===== config.mk =====
export PLATFORM = sky130hd
export DESIGN_NAME = ped_request_scheduler
export DESIGN_NICKNAME = d
export VERILOG_FILES = /design/src/rtl/ped_sched_pkg.sv /design/src/rtl/ped_debounce.sv /design/src/rtl/ped_request_scheduler.sv
export SDC_FILE = /design/constraint.sdc
export NUM_CORES = 1
export LEC_CHECK = 0
export CELL_PAD_IN_SITES_DETAIL_PLACEMENT = 1
export CELL_PAD_IN_SITES_GLOBAL_PLACEMENT = 1
export CORE_ASPECT_RATIO = 1.5
export CORE_UTILIZATION = 45
export CTS_CLUSTER_DIAMETER = 120
export DETAILED_ROUTE_END_ITERATION = 10
export PLACE_DENSITY_LB_ADDON = 0.1
export SYNTH_ARGS = -nofsm -noshare
export SYNTH_HDL_FRONTEND = slang
export SYNTH_HIERARCHICAL = 1
export SYNTH_SLANG_ARGS = --single-unit
export TNS_END_PERCENT = 100

===== constraint.sdc =====
create_clock -name clk -period 3.2 [get_ports clk]
set_input_delay 0.64 -clock clk [delete_from_list [all_inputs] [get_ports clk]]
set_output_delay 0.64 -clock clk [all_outputs]
set_load 0.1 [all_outputs]

===== src/rtl/ped_sched_pkg.sv =====
// Shared encodings for the pedestrian request scheduler: FSM states,
// crosswalk indices and the width of the seconds countdown.
package ped_sched_pkg;

    localparam logic [2:0] IDLE      = 3'd0;
    localparam logic [2:0] WAIT_SAFE = 3'd1;
    localparam logic [2:0] WALK      = 3'd2;
    localparam logic [2:0] CLEAR     = 3'd3;
    localparam logic [2:0] GAP       = 3'd4;

    typedef enum logic [2:0] {
        ST_IDLE      = IDLE,
        ST_WAIT_SAFE = WAIT_SAFE,
        ST_WALK      = WALK,
        ST_CLEAR     = CLEAR,
        ST_GAP       = GAP
    } ped_state_e;

    localparam logic CROSS_A = 1'b0;
    localparam logic CROSS_B = 1'b1;

    localparam int SEC_W = 8;

endpackage


===== src/rtl/ped_debounce.sv =====
// Button conditioning: 2-FF synchronizer, stability filter and a one-cycle
// rising-edge pulse. With PED_DEBOUNCE_EN undefined the filter is bypassed.
module ped_debounce #(
    parameter int STABLE_CYC = 1_000_000
) (
    input  logic clk,
    input  logic rst_n,
    input  logic btn,
    output logic rise
);

    logic sync1;
    logic sync2;

    always_ff @(posedge clk) begin
        if (!rst_n) begin
            sync1 <= 1'b0;
            sync2 <= 1'b0;
        end else begin
            sync1 <= btn;
            sync2 <= sync1;
        end
    end

`ifdef PED_DEBOUNCE_EN
    localparam int              CW     = $clog2(STABLE_CYC + 1);
    localparam logic [CW-1:0]   CNT_TC = CW'(STABLE_CYC - 1);

    logic [CW-1:0] cnt;
    logic          db;

    // The debounced level flips only after STABLE_CYC consecutive samples
    // that disagree with it; any agreeing sample restarts the count.
    always_ff @(posedge clk) begin
        if (!rst_n) begin
            cnt  <= '0;
            db   <= 1'b0;
            rise <= 1'b0;
        end else begin
            rise <= 1'b0;
            if (sync2 == db) begin
                cnt <= '0;
            end else if (cnt == CNT_TC) begin
                cnt  <= '0;
                db   <= sync2;
                rise <= sync2;
            end else begin
                cnt <= cnt + 1'b1;
            end
        end
    end
`else
    // sync1 is next cycle's sync2, so this pulses in step with sync2 rising.
    always_ff @(posedge clk) begin
        if (!rst_n) begin
            rise <= 1'b0;
        end else begin
            rise <= sync1 & ~sync2;
        end
    end
`endif

endmodule


===== src/rtl/ped_request_scheduler.sv =====
// Pedestrian crossing scheduler: latches crosswalk requests, holds traffic in
// all-red and runs WALK/CLEAR/GAP round-robin. Optional macro: PED_DEBOUNCE_EN.
//
//   state     | meaning
//   ----------+----------------------------------------------------------
//   IDLE      | no crossing active, waiting for a latched request
//   WAIT_SAFE | hold asserted, waiting for both streets to be red
//   WALK      | WALK lamp on for the granted crosswalk, counting down
//   CLEAR     | flashing don't-walk on the granted crosswalk, counting down
//   GAP       | vehicles released, minimum gap before the next crossing
module ped_request_scheduler
    import ped_sched_pkg::*;
#(
    parameter int TICK_DIV     = 50_000_000,
    parameter int DEBOUNCE_CYC = 1_000_000,
    parameter int WALK_SEC     = 10,
    parameter int CLEAR_SEC    = 5,
    parameter int MIN_GAP_SEC  = 20
) (
    input  logic             clk,
    input  logic             rst_n,
    input  logic             btn_a,
    input  logic             btn_b,
    input  logic             safe_point,
    output logic             hold,
    output logic             walk_a,
    output logic             walk_b,
    output logic             clearing,
    output logic [SEC_W-1:0] remaining,
    output logic [1:0]       pending
);

    localparam int               PW     = (TICK_DIV > 1) ? $clog2(TICK_DIV) : 1;
    localparam logic [PW-1:0]    PRE_TC = PW'(TICK_DIV - 1);
    localparam logic [SEC_W-1:0] ONE    = SEC_W'(1);

    logic rise_a;
    logic rise_b;

    ped_debounce #(.STABLE_CYC(DEBOUNCE_CYC)) u_db_a (
        .clk   (clk),
        .rst_n (rst_n),
        .btn   (btn_a),
        .rise  (rise_a)
    );

    ped_debounce #(.STABLE_CYC(DEBOUNCE_CYC)) u_db_b (
        .clk   (clk),
        .rst_n (rst_n),
        .btn   (btn_b),
        .rise  (rise_b)
    );

    ped_state_e       state_q, state_nx;
    logic [PW-1:0]    pre_q, pre_nx;
    logic [SEC_W-1:0] rem_nx;
    logic [SEC_W-1:0] gap_q, gap_nx;
    logic             grant_q, grant_nx;
    logic             last_q, last_nx;
    logic [1:0]       pend_clr, pend_nx;
    logic             hold_nx, walk_a_nx, walk_b_nx, clearing_nx;
    logic             tick;

    assign tick = (pre_q == PRE_TC);

    always_comb begin
        state_nx = state_q;
        rem_nx   = remaining;
        gap_nx   = gap_q;
        grant_nx = grant_q;
        last_nx  = last_q;
        pend_clr = 2'b00;

        case (state_q)
            ST_IDLE: begin
                if (pending != 2'b00) begin
                    state_nx = ST_WAIT_SAFE;
                    case (pending)
                        2'b01:   grant_nx = CROSS_A;
                        2'b10:   grant_nx = CROSS_B;
                        default: grant_nx = (last_q == CROSS_A) ? CROSS_B : CROSS_A;
                    endcase
                end
            end
            ST_WAIT_SAFE: begin
                if (safe_point) begin
                    state_nx          = ST_WALK;
                    rem_nx            = SEC_W'(WALK_SEC);
                    pend_clr[grant_q] = 1'b1;
                    last_nx           = grant_q;
                end
            end
            ST_WALK, ST_CLEAR: begin
                // Losing all-red mid-crossing aborts straight to the vehicle gap.
                if (!safe_point) begin
                    state_nx = ST_GAP;
                    rem_nx   = '0;
                    gap_nx   = SEC_W'(MIN_GAP_SEC);
                end else if (tick) begin
                    if (remaining != ONE) begin
                        rem_nx = remaining - 1'b1;
                    end else if (state_q == ST_WALK) begin
                        state_nx = ST_CLEAR;
                        rem_nx   = SEC_W'(CLEAR_SEC);
                    end else begin
                        state_nx = ST_GAP;
                        rem_nx   = '0;
                        gap_nx   = SEC_W'(MIN_GAP_SEC);
                    end
                end
            end
            ST_GAP: begin
                if (tick) begin
                    if (gap_q == ONE) begin
                        state_nx = ST_IDLE;
                    end else begin
                        gap_nx = gap_q - 1'b1;
                    end
                end
            end
            default: state_nx = ST_IDLE;
        endcase

        pend_nx = (pending & ~pend_clr) | {rise_b, rise_a};

        // Restart the second on every timed-state entry so each lasts full ticks.
        if (state_nx != state_q &&
            (state_nx == ST_WALK || state_nx == ST_CLEAR || state_nx == ST_GAP)) begin
            pre_nx = '0;
        end else if (tick) begin
            pre_nx = '0;
        end else begin
            pre_nx = pre_q + 1'b1;
        end

        hold_nx     = (state_nx == ST_WAIT_SAFE) || (state_nx == ST_WALK) ||
                      (state_nx == ST_CLEAR);
        walk_a_nx   = (state_nx == ST_WALK) && (grant_nx == CROSS_A);
        walk_b_nx   = (state_nx == ST_WALK) && (grant_nx == CROSS_B);
        clearing_nx = (state_nx == ST_CLEAR);
    end

    always_ff @(posedge clk) begin
        if (!rst_n) begin
            state_q   <= ST_IDLE;
            pre_q     <= '0;
            remaining <= '0;
            gap_q     <= '0;
            grant_q   <= CROSS_A;
            last_q    <= CROSS_B;
            pending   <= 2'b00;
            hold      <= 1'b0;
            walk_a    <= 1'b0;
            walk_b    <= 1'b0;
            clearing  <= 1'b0;
        end else begin
            state_q   <= state_nx;
            pre_q     <= pre_nx;
            remaining <= rem_nx;
            gap_q     <= gap_nx;
            grant_q   <= grant_nx;
            last_q    <= last_nx;
            pending   <= pend_nx;
            hold      <= hold_nx;
            walk_a    <= walk_a_nx;
            walk_b    <= walk_b_nx;
            clearing  <= clearing_nx;
        end
    end

endmodule


Yosys cells after proc, flatten, opt, wreduce, memory -nomap -nowiden
Cells that the tools add are included.

Output and inout port bits: 14. Input bits: 5. Word-level logic and storage cells: 98. Flip-flop bits (word level): 59.

Muxes and demuxes: 30. Order comparisons: 2. Equality and inequality tests: 20. $add $sub $neg: 3. Bitwise logic cells: 9. Reductions and logical operators: 17.

Operators with widths (count): two-way mux 8 bit (10); case mux 8 bit (2 select lines) (2); two-way mux 3 bit (9); adder 26 x 1 -> 26 bit (second input constant) (1); == test 26 bit (second input constant) (1); subtractor 8 x 1 -> 8 bit (second input constant) (2); == test 3 x 2 -> 1 bit (second input constant) (4); case mux 3 bit (4 select lines) (1); inequality test 3 bit (second input constant) (3); == test 8 x 1 -> 1 bit (second input constant) (1); inequality test 8 x 1 -> 1 bit (second input constant) (1); == test 3 x 1 -> 1 bit (second input constant) (2); == test 3 bit (second input constant) (2); inequality test 2 bit (second input constant) (3); AND reduction 6 bit (1); nonzero test 2 bit (3); logical AND 1 bit (4); logical OR 1 bit (4); two-way mux 1 bit (4); two-way mux 2 bit (2); inverter 1 bit (4); zero test 3 bit (1); inequality test 3 bit (1); AND reduction 3 bit (1); 13 further kinds (14).

Depth between registers and ports, before layout
Gate-level depths: netlist of run 1.

Depth in word-level cells: 11. Gate-level depth with buffers: 9. Gate-level depth less buffers: 8.

By module
Netlist of run 1, hierarchy kept.

Modules (own cells, without submodules): ped_request_scheduler (area an instance 2713.9 µm², instances 1, seq. area each 1061.0 µm², cells each 320); ped_debounce (area an instance 81.3 µm², instances 2, seq. area each 60.1 µm², cells each 6).

Worst setup path after synthesis of run 1
OpenSTA, ideal clock, no wires.

Path kind: register -> register. Start point: reg remaining[1]. End point: reg gap_q[2]. Buffers on the path: 0. Stages on the path, launching flop included: 7. Arrival time: 2.467 ns. Path slack: 0.613 ns. Period minus slack after synthesis: 2.587 ns. Data required time: 3.080 ns. Setup time: 0.120 ns. Cell sequence: dfxtp_1 inv_1 ha_1 and4_1 a31oi_1 inv_1 o31a_1.

Word-level cells in the longest chain between the ends: 3.

Ends and longest elaborated chain: start: declaration (line ped_request_scheduler.sv:29) `output logic [SEC_W-1:0] remaining,`; start signal: assignment (line ped_request_scheduler.sv:159) `remaining <= rem_nx;`; inequality test 8 x 1 -> 1 bit (line ped_request_scheduler.sv:100) `if (remaining != ONE) begin`; inequality test 3 bit (no line); AND reduction 6 bit (no line); end signal: assignment (line ped_request_scheduler.sv:160) `gap_q <= gap_nx;`; end: declaration (line ped_request_scheduler.sv:57) `logic [SEC_W-1:0] gap_q, gap_nx;`.

Every way passes these cells. A chain may end at the register's enable or synchronous reset.

Final worst setup path of run 1
Start point: reg pre_q[0]. End point: reg gap_q[2].

Word-level cells in the longest chain between the ends: 3. Elaborated cells between the ends (all ways): 4. Classes of those cells: eq/ne (3); reduce/logical (1).

Ends and longest elaborated chain: start: declaration (line ped_request_scheduler.sv:55) `logic [PW-1:0] pre_q, pre_nx;`; start signal: assignment (line ped_request_scheduler.sv:158) `pre_q <= pre_nx;`; == test 26 bit * (line ped_request_scheduler.sv:64) `assign tick = (pre_q == PRE_TC);`; inequality test 3 bit (no line) / inequality test 2 bit (equally long branches); AND reduction 6 bit (no line) *.

Mark *: on every way between the ends. The rest lies on a longest branch, timed or not.

==> results.cfg, run 1 <==
[placed_design]
hpwl_um = 5010
gp_congestion = 0.780
port_buffers = 18
post-place-ws_ns = 0.504
dp_cells = 419
place_area_um2 = 3100

[floorplan]
die_height_um = 99.9
initial_core_util_pct = 46.6
io_pins = 19
dieArea_um2 = 6720
die_x_um = 67.3
placementRows = 35
core-area_um2 = 6170

[setup_path]
crit_arrival_ns = 2.82
r2r_end = gap_q[2]
worstPathMaxFanout = 13
critical_path.endpoint_type = register
r2r_start = pre_q[0]
r2r_cells = 7
regToRegSetupSlack_ns = 0.60
required_ns = 3.42
cp_cell_sequence = ha_1, and4_1, nand3_1, nor4_4, a21o_1, a21boi_1, o31a_1
cpMaxStageDelayCell = nor4_4
critPathKind = reg2reg
max_stage_delay_ns = 0.47
startpoint_type = register

[cells_and_area]
antenna_cells = 0
seq_area_um2 = 1180
fin_area_um2 = 3300
final_util_pct = 53.5
nets = 368
fillers = 743
multi_input_area_um2 = 1590
final_cells = 435
drive_above_1_share_pct = 12.5
area_delta_synth_final_pct = 14.8

[sta]
fin_ws_ns = 0.602
period_minus_slack_ns = 2.60
worst_slew_pin_slew_ns = 0.787
period_share_pct = 81.2
slew_viol_final = 0
hold_viol_final = 0
holdWs_ns = 0.454
rsz0062_at_grt = false
finClkSkew_ns = 0.00941
slew_headroom_pct = 47.3
setup_viol = 0
tns_ns = 0
fmax_ghz = 0.385

[clock_tree]
path_clk_slew_ns = 0.07
post_cts_resized = 0
cts_tree = done
holdBufCountCts = 0
clk_latency_ns = 0.34
cts_buffer_depth = 2
htree_levels = 3
cts_root_buffer = clkbuf_8
cts_sinks = 59
numCtsBuffers = 9
cts_setup_buffers = 0

[routing]
vias = 2463
ant_nets = 0
viasPerCell = 5.66
drt-pass1-iter-count = 4
route.final.wire_length_um = 6860
wl_per_cell_um = 15.8
drc = 0
drt-initial-drc-count = 66

[worst_hold_path]
whs_endpoint = u_db_a/sync2
min-delay-start = u_db_a/sync1
hp-class = reg2reg
holdPathStages = 1

[synthesis]
synthFlopType = dfxtp_1
synth_edf_count = 0
synth-seq-cells = 59
synth_cell_type_count = 59
synth_nets = 344
async_reset_ff_share_pct = 0
syn_inst = 332
yosys_warnings = 6
synth_area_um2 = 2880
synth.avg_cell_area_um2 = 8.66
seq_area_frac_synth_pct = 41.1

[global_routing]
first_global_vias = 2542
grt_overflow_total = 0
antenna_found_initial = 0
grt_pass1_wl_um = 11500
grt_max_degree = 17
grt_use_total_pct = 22.8

[power_and_ir_drop]
max-vdd-ir-drop_mv = 0.365
p_int_mw = 1.28
p_seq_share_pct = 44.6
switchingPower_mw = 0.569
combPwrFrac_pct = 18.0
finalPower_mw = 1.85
p_leak_nw = 1.29
swShare_pct = 30.7
clock_power_share_pct = 37.5
cellPowerDensity_nw_per_um2 = 562

[flow_run]
drv_cap = 0

[outcome]
status = completed
per-layer routing:
layer	GRT usage [%]	vias up	share of wire, %
met5	0	-	0
met3	5.68	12	2.0
met4	11.5	0	2.6
met2	42.7	23	56
li1	-	1222	-
met1	22.1	1206	40
how the worst max path moves through the flow:
stage / startpoint / to / depth (start not counted)
2_1_floorplan: remaining[1] / gap_q[2] / 6
3_3_place_gp: safe_point / pre_q[3] / 6
3_5_place_dp: safe_point / pre_q[12] / 6
4_1_cts: pre_q[0] / gap_q[2] / 7
5_1_grt: pre_q[0] / gap_q[2] / 7
6_report: pre_q[0] / gap_q[2] / 7
worst max-delay path: cells and delay by family, from the launching register on:
kind / cells / cell delay [ns]
AOI/OAI and AO/OA: 3 / 0.80
DFF: 1 / 0.37
and+or+nand+nor: 3 / 1.09
adders and majority gates: 1 / 0.22
state kept, by name, summed over array words and instances (netlist names), 2 cells and up:
name / count
state_q: 3
gap_q: 8
remaining: 8
pending: 2
pre_q: 26
synth_stat cells, types with 2 or more instances:
cell type  count  area, um^2
and3b_1        3        26.3
or4b_1         2        20.0
a21oi_1       16        80.1
nor4_1         7        43.8
nor2_1        45         169
a21boi_1       2        15.0
o21a_1         2        15.0
nand4_1        9        56.3
nand3_1       15        75.1
a22oi_1        2        15.0
or3_1          7        43.8
or3b_2         2        17.5
and2_1         5        31.3
a21o_1         3        22.5
dfxtp_1       59        1180
o21ai_1        4        20.0
o21bai_1       2        15.0
xor2_1        12         105
clkbuf_1       6        22.5
ha_1           7        87.6
a31o_1         3        26.3
o21ai_0        8        40.0
nand2_1       21        78.8
and4_1         6        52.6
nand3b_1       5        37.5
xnor2_1       14         123
inv_1         17        63.8
and3_1         3        18.8
nor2b_1        2        12.5
a31oi_1        4        25.0
nor3_1         8        40.0
mux2i_1        2        20.0
nand2b_1       3        18.8
logic make-up after synthesis:
kind of cell	after synthesis	synth area share [%]
muxes	2	0.696
and+or+nand+nor	152	29.0
buffers and inverters	26	3.83
adders and majority gates	7	3.04
AOI/OAI and AO/OA	60	14.5
DFF	59	41.1
xor gates and xnor gates	26	7.92
placed cells by master, fill, tap and decap left out, drive strengths merged, types with 2 or more instances in the layout:
cell type      Yosys  routed
xor2              12      12
or2                2       2
o31ai              2       2
nand2             21      21
a21oi             17      17
ha                 7       7
and3               3       3
nand4              9       9
or4                2       2
nor4               8       8
a31o               3       3
a21o               3       3
nor2              45      45
nand3             15      15
mux2i              2       2
buf                3      18
and2               5       5
nor2b              2       2
xnor2             14      14
and4               6       6
a31oi              4       4
clkdlybuf4s50      0       4
or3b               2       2
clkbuf             6      12
or3                7       7
nor3b              2       2
o21a               2       2
nand2b             3       3
or4b               2       2
o21bai             2       2
and3b              3       3
clkinv             0       3
inv               17      17
a21boi             2       2
o21ai             12      12
dfxtp             59      59
nor3               8       8
nand3b             5       5
a22oi              2       2
final cells by class:
cell class	count	share of cell area [%]
inverter	17	1.93
sequential	59	35.8
tap	74	2.80
timing repair buffer	22	5.31
clock inverter	4	1.48
multi-input combinational	247	48.0
clock buffer	12	4.70
power groups by stage:
stage                     clock network, mW  registers (mW)  logic, mW
after global placement                    0           0.842      0.327
after CTS                             0.714           0.827      0.337
after detailed placement                  0           0.843      0.336
after global routing                  0.750           0.835      0.365
after floorplan                           0           0.935      0.156
final                                 0.695           0.826      0.333
No activity file was read; power rests on OpenSTA's default activity.
==> inputs of run 2 (changes only) <==
Settings changed: CORE_UTILIZATION 45 to 40.
Clock period 3.2 ns to 2.38 ns, I/O delays scaled along.
==> run 2 against run 1 <==
Net effect:
- the flow now finishes with violations (design-rule violations, negative setup slack)
- final cell count up 10%
- largest cell class unchanged
- clock-buffer cell count down 1
- setup slack worse by 0.63 ns
- wire length is 10% higher
- cell area grew 12%
- register-to-register slack worse by 0.63 ns
- non-clock buffer count increased by 41
- utilization is 0.053 points higher
- sequential power rose by 33%
==> results.cfg, run 2 (synthesis gave the netlist of run 1 again) <==
[outcome]
status = finished, violations left
failed_checks = design-rule violations, negative setup slack

[sta]
setup_viol = 2
fmax_ghz = 0.416
holdWs_ns = 0.432
finClkSkew_ns = 0.00470
period_minus_slack_ns = 2.40
hold_viol_final = 0
slew_headroom_pct = 64.7
fin_ws_ns = -0.0248
worst_slew_pin_slew_ns = 0.525
slew_viol_final = 0
period_share_pct = 101
rsz0062_at_grt = true

[cells_and_area]
mostFrequentLayoutCells = buf_4, dfxtp_1, nor2_1
final_util_pct = 53.5
fillers = 816
area_delta_synth_final_pct = 28.4
largest_reg_flops = 26
drive_above_1_share_pct = 26.1
top_register = pre_q
final_common_cell = buf_4
largest_registers = pre_q (26), gap_q (8), remaining (8)
antenna_cells = 0
nets = 409

[placed_design]
port_buffers = 18
post-place-ws_ns = -0.101
hpwl_um = 5790
gp_congestion = 0.857

[clock_tree]
htree_levels = 3
cts_tree = done
numCtsBuffers = 9
clk_latency_ns = 0.35
cts_root_buffer = clkbuf_8
cts_buffer_depth = 2
path_clk_slew_ns = 0.07
holdBufCountCts = 0
cts_sinks = 59

[setup_path]
crit_arrival_ns = 2.70
cpMaxStageDelayCell = or4bb_1
worstPathMaxFanout = 8
regToRegSetupSlack_ns = -0.02
cp_cell_sequence = or4bb_1, or4_4, o31ai_4, a21oi_4, or4b_1, a21oi_1
max_stage_delay_ns = 0.53
critical_path.endpoint_type = register
startpoint_type = register
critPathKind = reg2reg
required_ns = 2.67

[floorplan]
placementRows = 37
dieArea_um2 = 7540
io_pins = 19
initial_core_util_pct = 41.7
die_height_um = 106
core-area_um2 = 6900
die_x_um = 71.2

[global_routing]
antenna_found_initial = 0
grt_overflow_total = 0
grt_pass1_wl_um = 12800
grt_use_total_pct = 22.5
first_global_vias = 2841
grt_max_degree = 17

[power_and_ir_drop]
finalPower_mw = 2.56
p_leak_nw = 1.52
cellPowerDensity_nw_per_um2 = 692
max-vdd-ir-drop_mv = 0.411

[worst_hold_path]
hp-class = reg2reg

[routing]
wl_per_cell_um = 15.7
ant_nets = 0
viasPerCell = 5.45
vias = 2618
drt-pass1-iter-count = 7
route.final.wire_length_um = 7560
drc = 1
drt-initial-drc-count = 88

[flow_run]
drv_cap = 0
[run 2: cell count changes in the layout (fill, tap and decap cells not counted), sizes merged]
cell | before | now
clkbuf | 12 | 11
clkinvlp | 0 | 1
buf | 18 | 59
[run 2: layout make-up]
type	count	area, um^2	share of cell area [%]
Sequential cell	59	1190	32.3
Multi-Input combinational cell	247	1630	44.2
Inverter	17	63.8	1.73
Clock inverter	5	52.6	1.42
Clock buffer	11	141	3.83
Timing Repair Buffer	63	512	13.9
Tap cell	78	97.6	2.64
[run 2: worst max-delay path: cells and delay by family, from the launching register on]
kind	cells	cell delay (ns)
DFF	1	0.31
AOI/OAI and AO/OA	3	0.50
and+or+nand+nor	3	1.54
[run 2: metrics by stage]
| stage | std cells | area [um^2] | TNS, ns |
|---|---|---|---|
| floorplan | 332 | 2900 | -0.0130 |
| global placement | 460 | 3410 | -0.00457 |
| detailed placement | 460 | 3410 | -1.18 |
| CTS | 478 | 3640 | -0.0502 |
| global route | 480 | 3690 | -1.44 |
| finish | 480 | 3690 | -0.0264 |
[run 2: power breakdown]
group | switching, mW | leakage, nW | internal (mW)
registers | 0.0505 | 0.484 | 1.05
logic | 0.344 | 0.936 | 0.200
clock network | 0.406 | 0.0991 | 0.506
[run 2: path summary, 6_finish.rpt]
check,from,end,depth (start not counted)
max,pre_q[8],remaining[7],6
min,u_db_a/rise,pending[0],2
max reg2reg,pre_q[8],remaining[7],6
min reg2reg,u_db_a/rise,pending[0],2
[run 2: metal layers]
metal	global-route usage, %	share of wire (%)	up-vias
met3	4.40	2.1	19
li1	-	-	1301
met1	20.8	37	1270
met5	0	0	-
met4	14.4	3.4	0
met2	43.1	57	28
[run 2: repair_timing]
item	4_1_cts	5_1_grt
setup endpoints to repair	15	26
gates resized for setup	2	9
setup buffers	2	2
pin swaps	3	3
